### src/rtl/gate_gen_pkg.sv
// Shared definitions for the gate/test-signal generator.
//   gate_state_e       : FSM state encoding (StIdle, StRun)
//   GATE_MIN_PERIOD    : smallest period accepted after clamping
//   GATE_DEFAULT_WIDTH : default width of period/high/counter registers
package gate_gen_pkg;

    localparam int unsigned GATE_DEFAULT_WIDTH = 32;
    localparam int unsigned GATE_MIN_PERIOD    = 2;

    typedef enum logic {
        StIdle = 1'b0,
        StRun  = 1'b1
    } gate_state_e;

endpackage

### src/rtl/gate_cfg_buf.sv
// Pending/active double buffer for the gate generator configuration.
// A word accepted on the cfg port is clamped and parked in the pending
// registers; the FSM's promote strobe copies it into the active registers.
// Ports:
//   sys_count_clk, rst_n       : clock, async active-low reset
//   cfg_valid/cfg_ready        : valid/ready handshake for a config word
//   cfg_period, cfg_high       : raw period / high time (clock cycles)
//   promote                    : copy pending -> active this cycle
//   pend_vld, pend_period/high : pending buffer state
//   act_vld, act_period/high   : active buffer state
module gate_cfg_buf
    import gate_gen_pkg::*;
#(
    parameter int unsigned WIDTH = GATE_DEFAULT_WIDTH
) (
    input  logic             sys_count_clk,
    input  logic             rst_n,
    input  logic             cfg_valid,
    output logic             cfg_ready,
    input  logic [WIDTH-1:0] cfg_period,
    input  logic [WIDTH-1:0] cfg_high,
    input  logic             promote,
    output logic             pend_vld,
    output logic [WIDTH-1:0] pend_period,
    output logic [WIDTH-1:0] pend_high,
    output logic             act_vld,
    output logic [WIDTH-1:0] act_period,
    output logic [WIDTH-1:0] act_high
);

    localparam logic [WIDTH-1:0] MinPeriod = WIDTH'(GATE_MIN_PERIOD);
    localparam logic [WIDTH-1:0] One       = WIDTH'(1);

    logic             pend_vld_q;
    logic [WIDTH-1:0] pend_period_q;
    logic [WIDTH-1:0] pend_high_q;
    logic             act_vld_q;
    logic [WIDTH-1:0] act_period_q;
    logic [WIDTH-1:0] act_high_q;

    logic             xfer;
    logic [WIDTH-1:0] clamp_period;
    logic [WIDTH-1:0] clamp_high;

    assign cfg_ready = !pend_vld_q;
    assign xfer      = cfg_valid && !pend_vld_q;

    // High time may be zero but never reaches the full period, so the gate
    // always has at least one low cycle per period.
    always_comb begin
        clamp_period = (cfg_period < MinPeriod) ? MinPeriod : cfg_period;
        clamp_high   = (cfg_high > (clamp_period - One)) ? (clamp_period - One) : cfg_high;
    end

    // promote is only raised while pend_vld_q is set, and a transfer needs it
    // clear, so the two branches never compete.
    always_ff @(posedge sys_count_clk or negedge rst_n) begin
        if (!rst_n) begin
            pend_vld_q    <= 1'b0;
            pend_period_q <= '0;
            pend_high_q   <= '0;
            act_vld_q     <= 1'b0;
            act_period_q  <= '0;
            act_high_q    <= '0;
        end else if (promote) begin
            act_period_q <= pend_period_q;
            act_high_q   <= pend_high_q;
            act_vld_q    <= 1'b1;
            pend_vld_q   <= 1'b0;
        end else if (xfer) begin
            pend_period_q <= clamp_period;
            pend_high_q   <= clamp_high;
            pend_vld_q    <= 1'b1;
        end
    end

    assign pend_vld    = pend_vld_q;
    assign pend_period = pend_period_q;
    assign pend_high   = pend_high_q;
    assign act_vld     = act_vld_q;
    assign act_period  = act_period_q;
    assign act_high    = act_high_q;

endmodule

### src/rtl/gate_pulse_gen.sv
// Programmable periodic gate generator for the gated period counter.
// Settings are double-buffered and only take effect on period boundaries.
// Optional feature: define GATE_PULSE_GEN_PCNT_EN to add period_count, a
// free-running count of completed periods (cleared only by reset).
// Ports:
//   sys_count_clk, rst_n   : clock, async active-low reset
//   cfg_valid/cfg_ready    : config handshake
//   cfg_period, cfg_high   : period and high time in clock cycles
//   en                     : run request
//   gate_out               : registered gate output
//   period_tick            : high on the last cycle of each period
//   period_count           : completed periods (GATE_PULSE_GEN_PCNT_EN only)
//   busy                   : generator is running
module gate_pulse_gen
    import gate_gen_pkg::*;
#(
    parameter int unsigned WIDTH = GATE_DEFAULT_WIDTH
) (
    input  logic             sys_count_clk,
    input  logic             rst_n,
    input  logic             cfg_valid,
    output logic             cfg_ready,
    input  logic [WIDTH-1:0] cfg_period,
    input  logic [WIDTH-1:0] cfg_high,
    input  logic             en,
    output logic             gate_out,
    output logic             period_tick,
`ifdef GATE_PULSE_GEN_PCNT_EN
    output logic [WIDTH-1:0] period_count,
`endif
    output logic             busy
);

    localparam logic [WIDTH-1:0] One = WIDTH'(1);

    gate_state_e      state_q;
    logic [WIDTH-1:0] cnt_q;
    logic             gate_q;

    logic             promote;
    logic             pend_vld;
    logic [WIDTH-1:0] pend_period;
    logic [WIDTH-1:0] pend_high;
    logic             act_vld;
    logic [WIDTH-1:0] act_period;
    logic [WIDTH-1:0] act_high;

    logic             wrap;
    logic [WIDTH-1:0] cnt_inc;
    logic [WIDTH-1:0] high_next;

    gate_cfg_buf #(
        .WIDTH (WIDTH)
    ) u_cfg_buf (
        .sys_count_clk (sys_count_clk),
        .rst_n         (rst_n),
        .cfg_valid     (cfg_valid),
        .cfg_ready     (cfg_ready),
        .cfg_period    (cfg_period),
        .cfg_high      (cfg_high),
        .promote       (promote),
        .pend_vld      (pend_vld),
        .pend_period   (pend_period),
        .pend_high     (pend_high),
        .act_vld       (act_vld),
        .act_period    (act_period),
        .act_high      (act_high)
    );

    // pend_period is only consumed through the buffer's promotion path.
    logic unused_pend_period;
    assign unused_pend_period = ^pend_period;

    always_comb begin
        wrap    = (cnt_q == (act_period - One));
        cnt_inc = cnt_q + One;
        if (state_q == StIdle) begin
            promote = pend_vld;
        end else begin
            promote = wrap && pend_vld;
        end
        // The period that starts after this edge uses the freshly promoted
        // high time when a promotion coincides with it.
        high_next = promote ? pend_high : act_high;
    end

    always_ff @(posedge sys_count_clk or negedge rst_n) begin
        if (!rst_n) begin
            state_q <= StIdle;
            cnt_q   <= '0;
            gate_q  <= 1'b0;
        end else begin
            unique case (state_q)
                StIdle: begin
                    if (en && act_vld) begin
                        state_q <= StRun;
                        cnt_q   <= '0;
                        gate_q  <= (high_next != '0);
                    end
                end
                StRun: begin
                    if (wrap) begin
                        cnt_q <= '0;
                        if (en) begin
                            gate_q <= (high_next != '0);
                        end else begin
                            state_q <= StIdle;
                            gate_q  <= 1'b0;
                        end
                    end else begin
                        cnt_q  <= cnt_inc;
                        gate_q <= (cnt_inc < act_high);
                    end
                end
            endcase
        end
    end

    assign gate_out    = gate_q;
    assign busy        = (state_q == StRun);
    assign period_tick = (state_q == StRun) && wrap;

`ifdef GATE_PULSE_GEN_PCNT_EN
    logic [WIDTH-1:0] pcnt_q;

    always_ff @(posedge sys_count_clk or negedge rst_n) begin
        if (!rst_n) begin
            pcnt_q <= '0;
        end else if (period_tick) begin
            pcnt_q <= pcnt_q + One;
        end
    end

    assign period_count = pcnt_q;
`endif

endmodule

### config.mk
export PLATFORM = sky130hd
export DESIGN_NAME = gate_pulse_gen
export DESIGN_NICKNAME = d
export VERILOG_FILES = /design/src/rtl/gate_gen_pkg.sv /design/src/rtl/gate_cfg_buf.sv /design/src/rtl/gate_pulse_gen.sv
export SDC_FILE = /design/constraint.sdc
export NUM_CORES = 1
export LEC_CHECK = 0
export ABC_AREA = 0
export CAP_MARGIN = 20
export CORE_UTILIZATION = 40
export CTS_CLUSTER_DIAMETER = 120
export DETAILED_ROUTE_END_ITERATION = 6
export SLEW_MARGIN = 20
export SYNTH_ARGS = -nofsm -noshare
export SYNTH_HDL_FRONTEND = slang
export SYNTH_SLANG_ARGS = --single-unit
### constraint.sdc
create_clock -name sys_count_clk -period 5.1 [get_ports sys_count_clk]
set_input_delay 0.51 -clock sys_count_clk [delete_from_list [all_inputs] [get_ports sys_count_clk]]
set_output_delay 0.51 -clock sys_count_clk [all_outputs]
set_load 0.01 [all_outputs]
==> results of run 1 <==
[area by class of cell]
| cell class | instances | area [um2] | share of cell area (%) |
|---|---|---|---|
| clock buffer | 17 | 425 | 3.33 |
| multi-input combinational | 826 | 6060 | 47.4 |
| sequential | 164 | 4100 | 32.1 |
| inverter | 46 | 175 | 1.37 |
| tap | 335 | 419 | 3.28 |
| clock inverter | 15 | 160 | 1.25 |
| timing repair buffer | 152 | 1450 | 11.3 |
[worst max-delay path, delay by kind of cell]
kind	cells	cell delay [ns]
XOR/XNOR	1	0.12
AND/OR/NAND/NOR	12	2.21
AO/OA/AOI/OAI	3	0.83
adder cells (fa/ha/maj)	2	0.47
buffers and inverters	5	1.11
[cells in the mapped netlist (3+ instances only)]
cell type	count
and2_1	6
a211oi_1	5
and4_1	6
nor2_1	58
o211ai_1	3
nor2b_1	10
nor4_4	3
a22o_1	13
mux2_4	17
a21boi_0	3
clkbuf_1	38
dfrtp_1	164
o21ai_0	66
xor2_1	36
nand2b_1	17
buf_2	7
nand2_1	102
nand3_1	18
ha_1	66
o21a_1	6
nor3_1	27
o311ai_1	4
o311ai_0	23
and3_1	15
nand4_1	49
or3_1	7
buf_6	5
or4_1	5
buf_4	6
a221o_1	4
mux2_2	42
mux2i_1	5
xnor2_1	57
a21oi_1	35
nor4b_1	3
nand3b_1	5
nor4_1	26
o21ai_1	18
o31ai_1	10
a31oi_1	7
a21o_1	12
inv_1	45
o22ai_1	3
[layer usage]
metal | wire, um | vias to the layer above | GRT usage (%)
li1 | - | 4248 | -
met5 | 0 | - | 0
met1 | 14400 | 4341 | 34.0
met2 | 13900 | 274 | 36.1
met4 | 728 | 0 | 7.76
met3 | 1550 | 52 | 3.34
[final timing paths]
path                        cells after the start  slack, ns                                  to
hold / removal                                  1       0.18               cnt_q[28]$_DFFE_PN0P_
hold reg to reg                                 1       0.49       u_cfg_buf.act_vld$_DFFE_PN0N_
setup / recovery                               23       0.15  u_cfg_buf.pend_high[9]$_DFFE_PN0P_
min in group sys_count_clk                      1       0.49       u_cfg_buf.act_vld$_DFFE_PN0N_
setup reg to reg                               16       0.96                gate_out$_DFFE_PN0P_
max in group asynchronous                       2       3.87     u_cfg_buf.act_high[0]$_DFF_PN0_
[layout by cell type, fill, tap and decap left out, types with 25 or more instances in the layout]
cell type / count
nor4_1: 25
buf_4: 73
xnor2_1: 56
inv_1: 45
o21ai_0: 66
dfrtp_1: 164
nand2_1: 101
nor2_1: 56
ha_1: 66
clkdlybuf4s50_1: 70
a21oi_1: 33
nand4_1: 49
mux2_2: 42
xor2_1: 36
[through the flow]
stage	hold slack [ns]	setup TNS (ns)	setup slack (ns)	utilization, %
global placement	0.468	-6.76	-0.262	46.1
global route	0.254	-0.0670	-0.0159	49.2
floorplan	0.214	0	0.0267	-
finish	0.176	0	0.151	49.2
CTS	0.217	0	0.0762	48.3
detailed placement	0.472	-9.05	-0.361	46.1
[power breakdown]
group | leakage, uW | total (uW) | switching, uW | internal (uW)
Combinational | 0.00305 | 1260 | 611 | 650
Sequential | 0.00210 | 2010 | 372 | 1640
Clock | 0.000277 | 1270 | 616 | 655
Total | 0.00543 | 4540 | 1600 | 2940
[logic make-up (layout without fill, tap and decap cells)]
group / count (synthesis) / count (layout)
AO/OA/AOI/OAI: 229 / 229
XOR/XNOR: 93 / 93
multiplexers: 64 / 64
flip-flops: 164 / 164
buffers and inverters: 105 / 230
adder cells (fa/ha/maj): 66 / 66
AND/OR/NAND/NOR: 374 / 374
[sequential cells by signal, indices dropped and copies added (netlist names)]
register	flops
busy	1
gate_out	1
u_cfg_buf.pend_period	32
u_cfg_buf.act_vld	1
u_cfg_buf.act_period	32
u_cfg_buf.act_high	32
cnt_q	32
u_cfg_buf.pend_high	32
u_cfg_buf.pend_vld	1
[timing repair]
item	in CTS	in global routing
setup endpoints to repair	0	32
buffers inserted	0	5
resized for setup	0	25
==> results.sh, run 1 <==
export IMPL_startpoint="cfg_period[24]"
export IMPL_peakVddDrop_mv=0.206
export IMPL_reg2reg_from="cnt_q[0]$_DFFE_PN0P_"
export IMPL_cts_hold_buffers=0
export IMPL_initial_core_util_pct=40.6
export IMPL_cts_tree="done"
export IMPL_worst_slew_pin_transition_ns=0.903
export IMPL_grt_pass1_vias=8422
export IMPL_nFillCells=2465
export IMPL_io_pins=72
export IMPL_synthMuxAreaShare_pct=7.37
export IMPL_vias_per_cell=5.73
export IMPL_n_antenna_cell=0
export IMPL_yosys_warnings=0
export IMPL_synth_edf_count=0
export IMPL_synth_area_leaders="dfrtp_1 39%, ha_1 7.8%, xnor2_1 4.7%, mux2_2 4.5%, nand2_1 3.6%"
export IMPL_port_buffers=71
export IMPL_grt_usage_pct=23.5
export IMPL_cts_max_level=4
export IMPL_drtIter0Drc=544
export IMPL_timing_fmax_ghz=0.202
export IMPL_critPathLaunchType="primary input"
export IMPL_drt_wl_total_um=30600
export IMPL_synthToLayoutAreaGrowth_pct=21.2
export IMPL_synth_top_cell_by_area="dfrtp_1"
export IMPL_core_um2=26000
export IMPL_synth_top_area_share_pct=38.9
export IMPL_period_minus_slack_ns=4.95
export IMPL_path_class="in2reg"
export IMPL_hpwl_um=23200
export IMPL_wl_per_cell_um=19.7
export IMPL_synth_compound_area_share_pct=14.3
export IMPL_synth_top_family_by_area="simple AND/OR/NAND/NOR gates"
export IMPL_synth_async_reset_ratio_pct=100
export IMPL_synth_xor_area_share_pct=7.72
export IMPL_required_ns=5.40
export IMPL_synth_flop_cell="dfrtp_1"
export IMPL_final_cell_count_no_fill=1555
export IMPL_maxCapViolCount=0
export IMPL_num_rows=59
export IMPL_netlist_area_um2=10600
export IMPL_crit_chain="clkdlybuf4s50_1, or3_1, or3_4, nor3_2, buf_4, nand4_1, nand2_1, ha_1, nand2b_1, or3_4, buf_4, nor3_1, xnor2_1, ha_1, nand4_1, nor2_1, nand2_1, a211o_1, a211oi_2, nor2_4, buf_4, clkbuf_16, o311ai_0"
export IMPL_die_w_um=164
export IMPL_die_area_um2=27000
export IMPL_grt_remaining_overflow=0
export IMPL_place_congestion=0.945
export IMPL_numCtsBuffers=17
export IMPL_cp_slowest_cell="clkdlybuf4s50_1"
export IMPL_synth_seq_cells=164
export IMPL_yosys_area_share_simple_pct=19.3
export IMPL_cp_end_kind="flip-flop"
export IMPL_drv_slew=0
export IMPL_placed_cell_area_um2=12000
export IMPL_ys_seq_area_share_pct=38.9
export IMPL_hold_viol=0
export IMPL_cts_clk_slew_worst_paths_ns=0.07
export IMPL_fin_skew_ns=0.0198
export IMPL_synth_fa_ha_area_share_pct=7.83
export IMPL_die_h_um=164
export IMPL_syn_nets=1229
export IMPL_finalSetupViolCount=0
export IMPL_cts_max_path_buffers=2
export IMPL_syn_inst=1095
export IMPL_design_area_um2=12800
export IMPL_grt_start_max_net_pins=100
export IMPL_p_per_area_nw_per_um2=355
export IMPL_grt_antenna_before_repair=0
export IMPL_grt_pass1_wl_um=48200
export IMPL_path_max_fanout=17
export IMPL_clk_latency_ns=0.44
export IMPL_arrival_ns=5.25
export IMPL_drive_gt1_share_pct=17.0
export IMPL_route_detailed_drc=0
export IMPL_cts_sinks=164
export IMPL_leakagePower_uw=0.00543
export IMPL_relSlewSlack_pct=39.8
export IMPL_via_count=8915
export IMPL_status="complete, no violations"
export IMPL_worst_path_largest_cell_delay_ns=0.42
export IMPL_path_common_cell="buf_4"
export IMPL_holdCritPathClass="in2async"
export IMPL_syn_avg_cell_area_um2=9.64
export IMPL_first_pass_iters=5
export IMPL_period_share_pct=97.0
export IMPL_final_nets=1341
export IMPL_placed_cells=1513
export IMPL_postRouteAntennaNets=0
export IMPL_finalPower_uw=4540
export IMPL_cts_root_buffer="clkbuf_16"
export IMPL_synthDistinctLibCells=77
Note: power is estimated with default switching activity, not from simulation.
==> run 2: changes to the inputs <==
--- a/config.mk
+++ b/config.mk
@@ -8,7 +8,6 @@
 export ABC_AREA = 0
 export CAP_MARGIN = 20
 export CORE_UTILIZATION = 40
-export CTS_CLUSTER_DIAMETER = 120
 export DETAILED_ROUTE_END_ITERATION = 6
 export SLEW_MARGIN = 20
 export SYNTH_ARGS = -nofsm -noshare
==> results of run 2 <==
Final layout, timing and power as in run 1 (identical DEF).
==> run 3: changes to the inputs <==
==> constraint.sdc (replaced) <==
create_clock -name sys_count_clk -period 4 [get_ports sys_count_clk]
set_input_delay 0.4 -clock sys_count_clk [delete_from_list [all_inputs] [get_ports sys_count_clk]]
set_output_delay 0.4 -clock sys_count_clk [all_outputs]
set_load 0.01 [all_outputs]
==> run 3 against run 2 <==
Against the previous run:
- the flow now finishes with violations (negative setup slack)
- non-clock buffer count is 49 higher
- clock skew is 0.0072 ns lower
- final area is 5.3% higher
==> results.sh, run 3 (synthesized netlist as in run 1, its figures left out) <==
export IMPL_final_cell_count_no_fill=1604
export IMPL_timing_fmax_ghz=0.220
export IMPL_num_rows=59
export IMPL_nFillCells=2403
export IMPL_placed_cells=1547
export IMPL_via_count=9146
export IMPL_clkPwrFrac_pct=27.9
export IMPL_seqPwrFrac_pct=42.2
export IMPL_path_class="in2reg"
export IMPL_design_area_um2=13500
export IMPL_worst_slew_pin_transition_ns=1.01
export IMPL_relSlewSlack_pct=32.5
export IMPL_cts_clk_slew_worst_paths_ns=0.08
export IMPL_grt_antenna_before_repair=0
export IMPL_cts_tree="done"
export IMPL_final_common_cell="dfrtp_1"
export IMPL_maxCapViolCount=0
export IMPL_route_detailed_drc=0
export IMPL_grt_pass1_wl_um=50800
export IMPL_power_switching_uw=2180
export IMPL_cp_slowest_cell="or4_4"
export IMPL_core_um2=26000
export IMPL_cts_max_path_buffers=2
export IMPL_use_met3_pct=3.72
export IMPL_hpwl_um=24600
export IMPL_cpLargestDelayFamily="simple AND/OR/NAND/NOR gates"
export IMPL_drtIter0Drc=544
export IMPL_fin_skew_ns=0.0125
export IMPL_cts_hold_buffers=0
export IMPL_drive_gt1_share_pct=23.4
export IMPL_hold_viol=0
export IMPL_grt_busiest_layer="met2"
export IMPL_peakVddDrop_mv=0.284
export IMPL_port_buffers=71
export IMPL_grt_util_met2_pct=40.9
export IMPL_share_comb_of_total_power_pct=29.9
export IMPL_die_h_um=164
export IMPL_place_congestion=0.932
export IMPL_drv_slew=0
export IMPL_synthToLayoutAreaGrowth_pct=27.6
export IMPL_critPathLaunchType="primary input"
export IMPL_violations="negative setup slack"
export IMPL_final_cell_mix="164 x dfrtp_1, 111 x buf_4, 99 x nand2_1, 64 x ha_1, 62 x o21ai_0"
export IMPL_io_pins=72
export IMPL_p_per_area_nw_per_um2=450
export IMPL_die_area_um2=27000
export IMPL_cts_root_buffer="clkbuf_16"
export IMPL_holdCritPathClass="in2async"
export IMPL_first_pass_iters=5
export IMPL_fin_ws_ns=-0.553
export IMPL_drt_wl_total_um=32700
export IMPL_leakagePower_uw=0.00581
export IMPL_die_w_um=164
export IMPL_cts_max_level=4
export IMPL_finalSetupViolCount=32
export IMPL_p_sw_share_pct=36.0
export IMPL_initial_core_util_pct=40.6
export IMPL_grt_remaining_overflow=0
export IMPL_status="finished, violations left"
export IMPL_arrival_ns=4.87
export IMPL_placed_cell_area_um2=12300
export IMPL_cts_sinks=164
export IMPL_path_max_fanout=7
export IMPL_postLayoutCoreUtil_pct=51.8
export IMPL_grt_pass1_vias=8979
export IMPL_grt_use_met1_pct=33.5
export IMPL_vias_per_cell=5.70
export IMPL_numCtsBuffers=17
export IMPL_wl_per_cell_um=20.4
export IMPL_required_ns=4.32
export IMPL_period_minus_slack_ns=4.55
export IMPL_cp_end_kind="flip-flop"
export IMPL_postRouteAntennaNets=0
export IMPL_final_nets=1390
export IMPL_n_antenna_cell=0
export IMPL_grt_usage_pct=25.1
export IMPL_grt_start_max_net_pins=104
export IMPL_internal_power_uw=3880
export IMPL_rsz0062_at_grt="yes"
export IMPL_period_share_pct=114
export IMPL_worst_path_largest_cell_delay_ns=0.56
export IMPL_clk_latency_ns=0.44
export IMPL_cp_num_buf_inv=6
## run 3: power groups by stage
stage / clock network (uW) / registers, uW / logic [uW]
finish: 1690 / 2560 / 1810
floorplan: 0 / 2340 / 1160
global route: 1780 / 2600 / 2000
CTS: 1710 / 2540 / 1730
detailed placement: 0 / 2570 / 1630
global placement: 0 / 2550 / 1600
## run 3: metal layers
metal | wire, um | share of wire [%]
met1 | 14700 | 45
met2 | 15300 | 47
met3 | 1650 | 5.0
met4 | 1030 | 3.2
met5 | 0 | 0
## run 3: metrics by stage
| stage | setup TNS [ns] | setup slack [ns] | power, uW | hold slack [ns] |
|---|---|---|---|---|
| after floorplan | -22.09 | -0.714 | 3500 | 0.104 |
| after global placement | -41.98 | -1.43 | 4150 | 0.470 |
| after detailed placement | -46.46 | -1.55 | 4200 | 0.470 |
| after CTS | -19.04 | -0.638 | 5980 | 0.145 |
| after global routing | -22.73 | -0.767 | 6380 | 0.170 |
| final | -16.12 | -0.553 | 6060 | 0.0810 |
## run 3: what timing repair did
item / CTS / global route
cloned: 4 / 1
endpoints found under the setup margin: 33 / 33
resized for setup: 66 / 53
pin swaps: 30 / 25
setup buffers: 14 / 8
## run 3: area by class of cell
type	instances	area (um2)	share of cell area, %
timing repair buffer	201	1880	13.9
multi-input combinational	826	6290	46.7
sequential	164	4100	30.5
clock buffer	17	425	3.16
clock inverter	15	179	1.33
inverter	46	175	1.30
tap	335	419	3.11
## run 3: worst paths after layout
kind | end | start | slack (ns) | cells after the start
max | u_cfg_buf.pend_high[3]$_DFFE_PN0P_ | cfg_period[6] | -0.55 | 27
min | gate_out$_DFFE_PN0P_ | rst_n | 0.08 | 1
max reg2reg | gate_out$_DFFE_PN0P_ | cnt_q[0]$_DFFE_PN0P_ | 0.40 | 15
min reg2reg | u_cfg_buf.act_period[1]$_DFFE_PN0N_ | u_cfg_buf.pend_period[1]$_DFFE_PN0P_ | 0.49 | 2
max in group asynchronous | cnt_q[23]$_DFFE_PN0P_ | rst_n | 2.97 | 2
min in group sys_count_clk | u_cfg_buf.pend_period[11]$_DFFE_PN0P_ | cfg_period[11] | 0.32 | 3
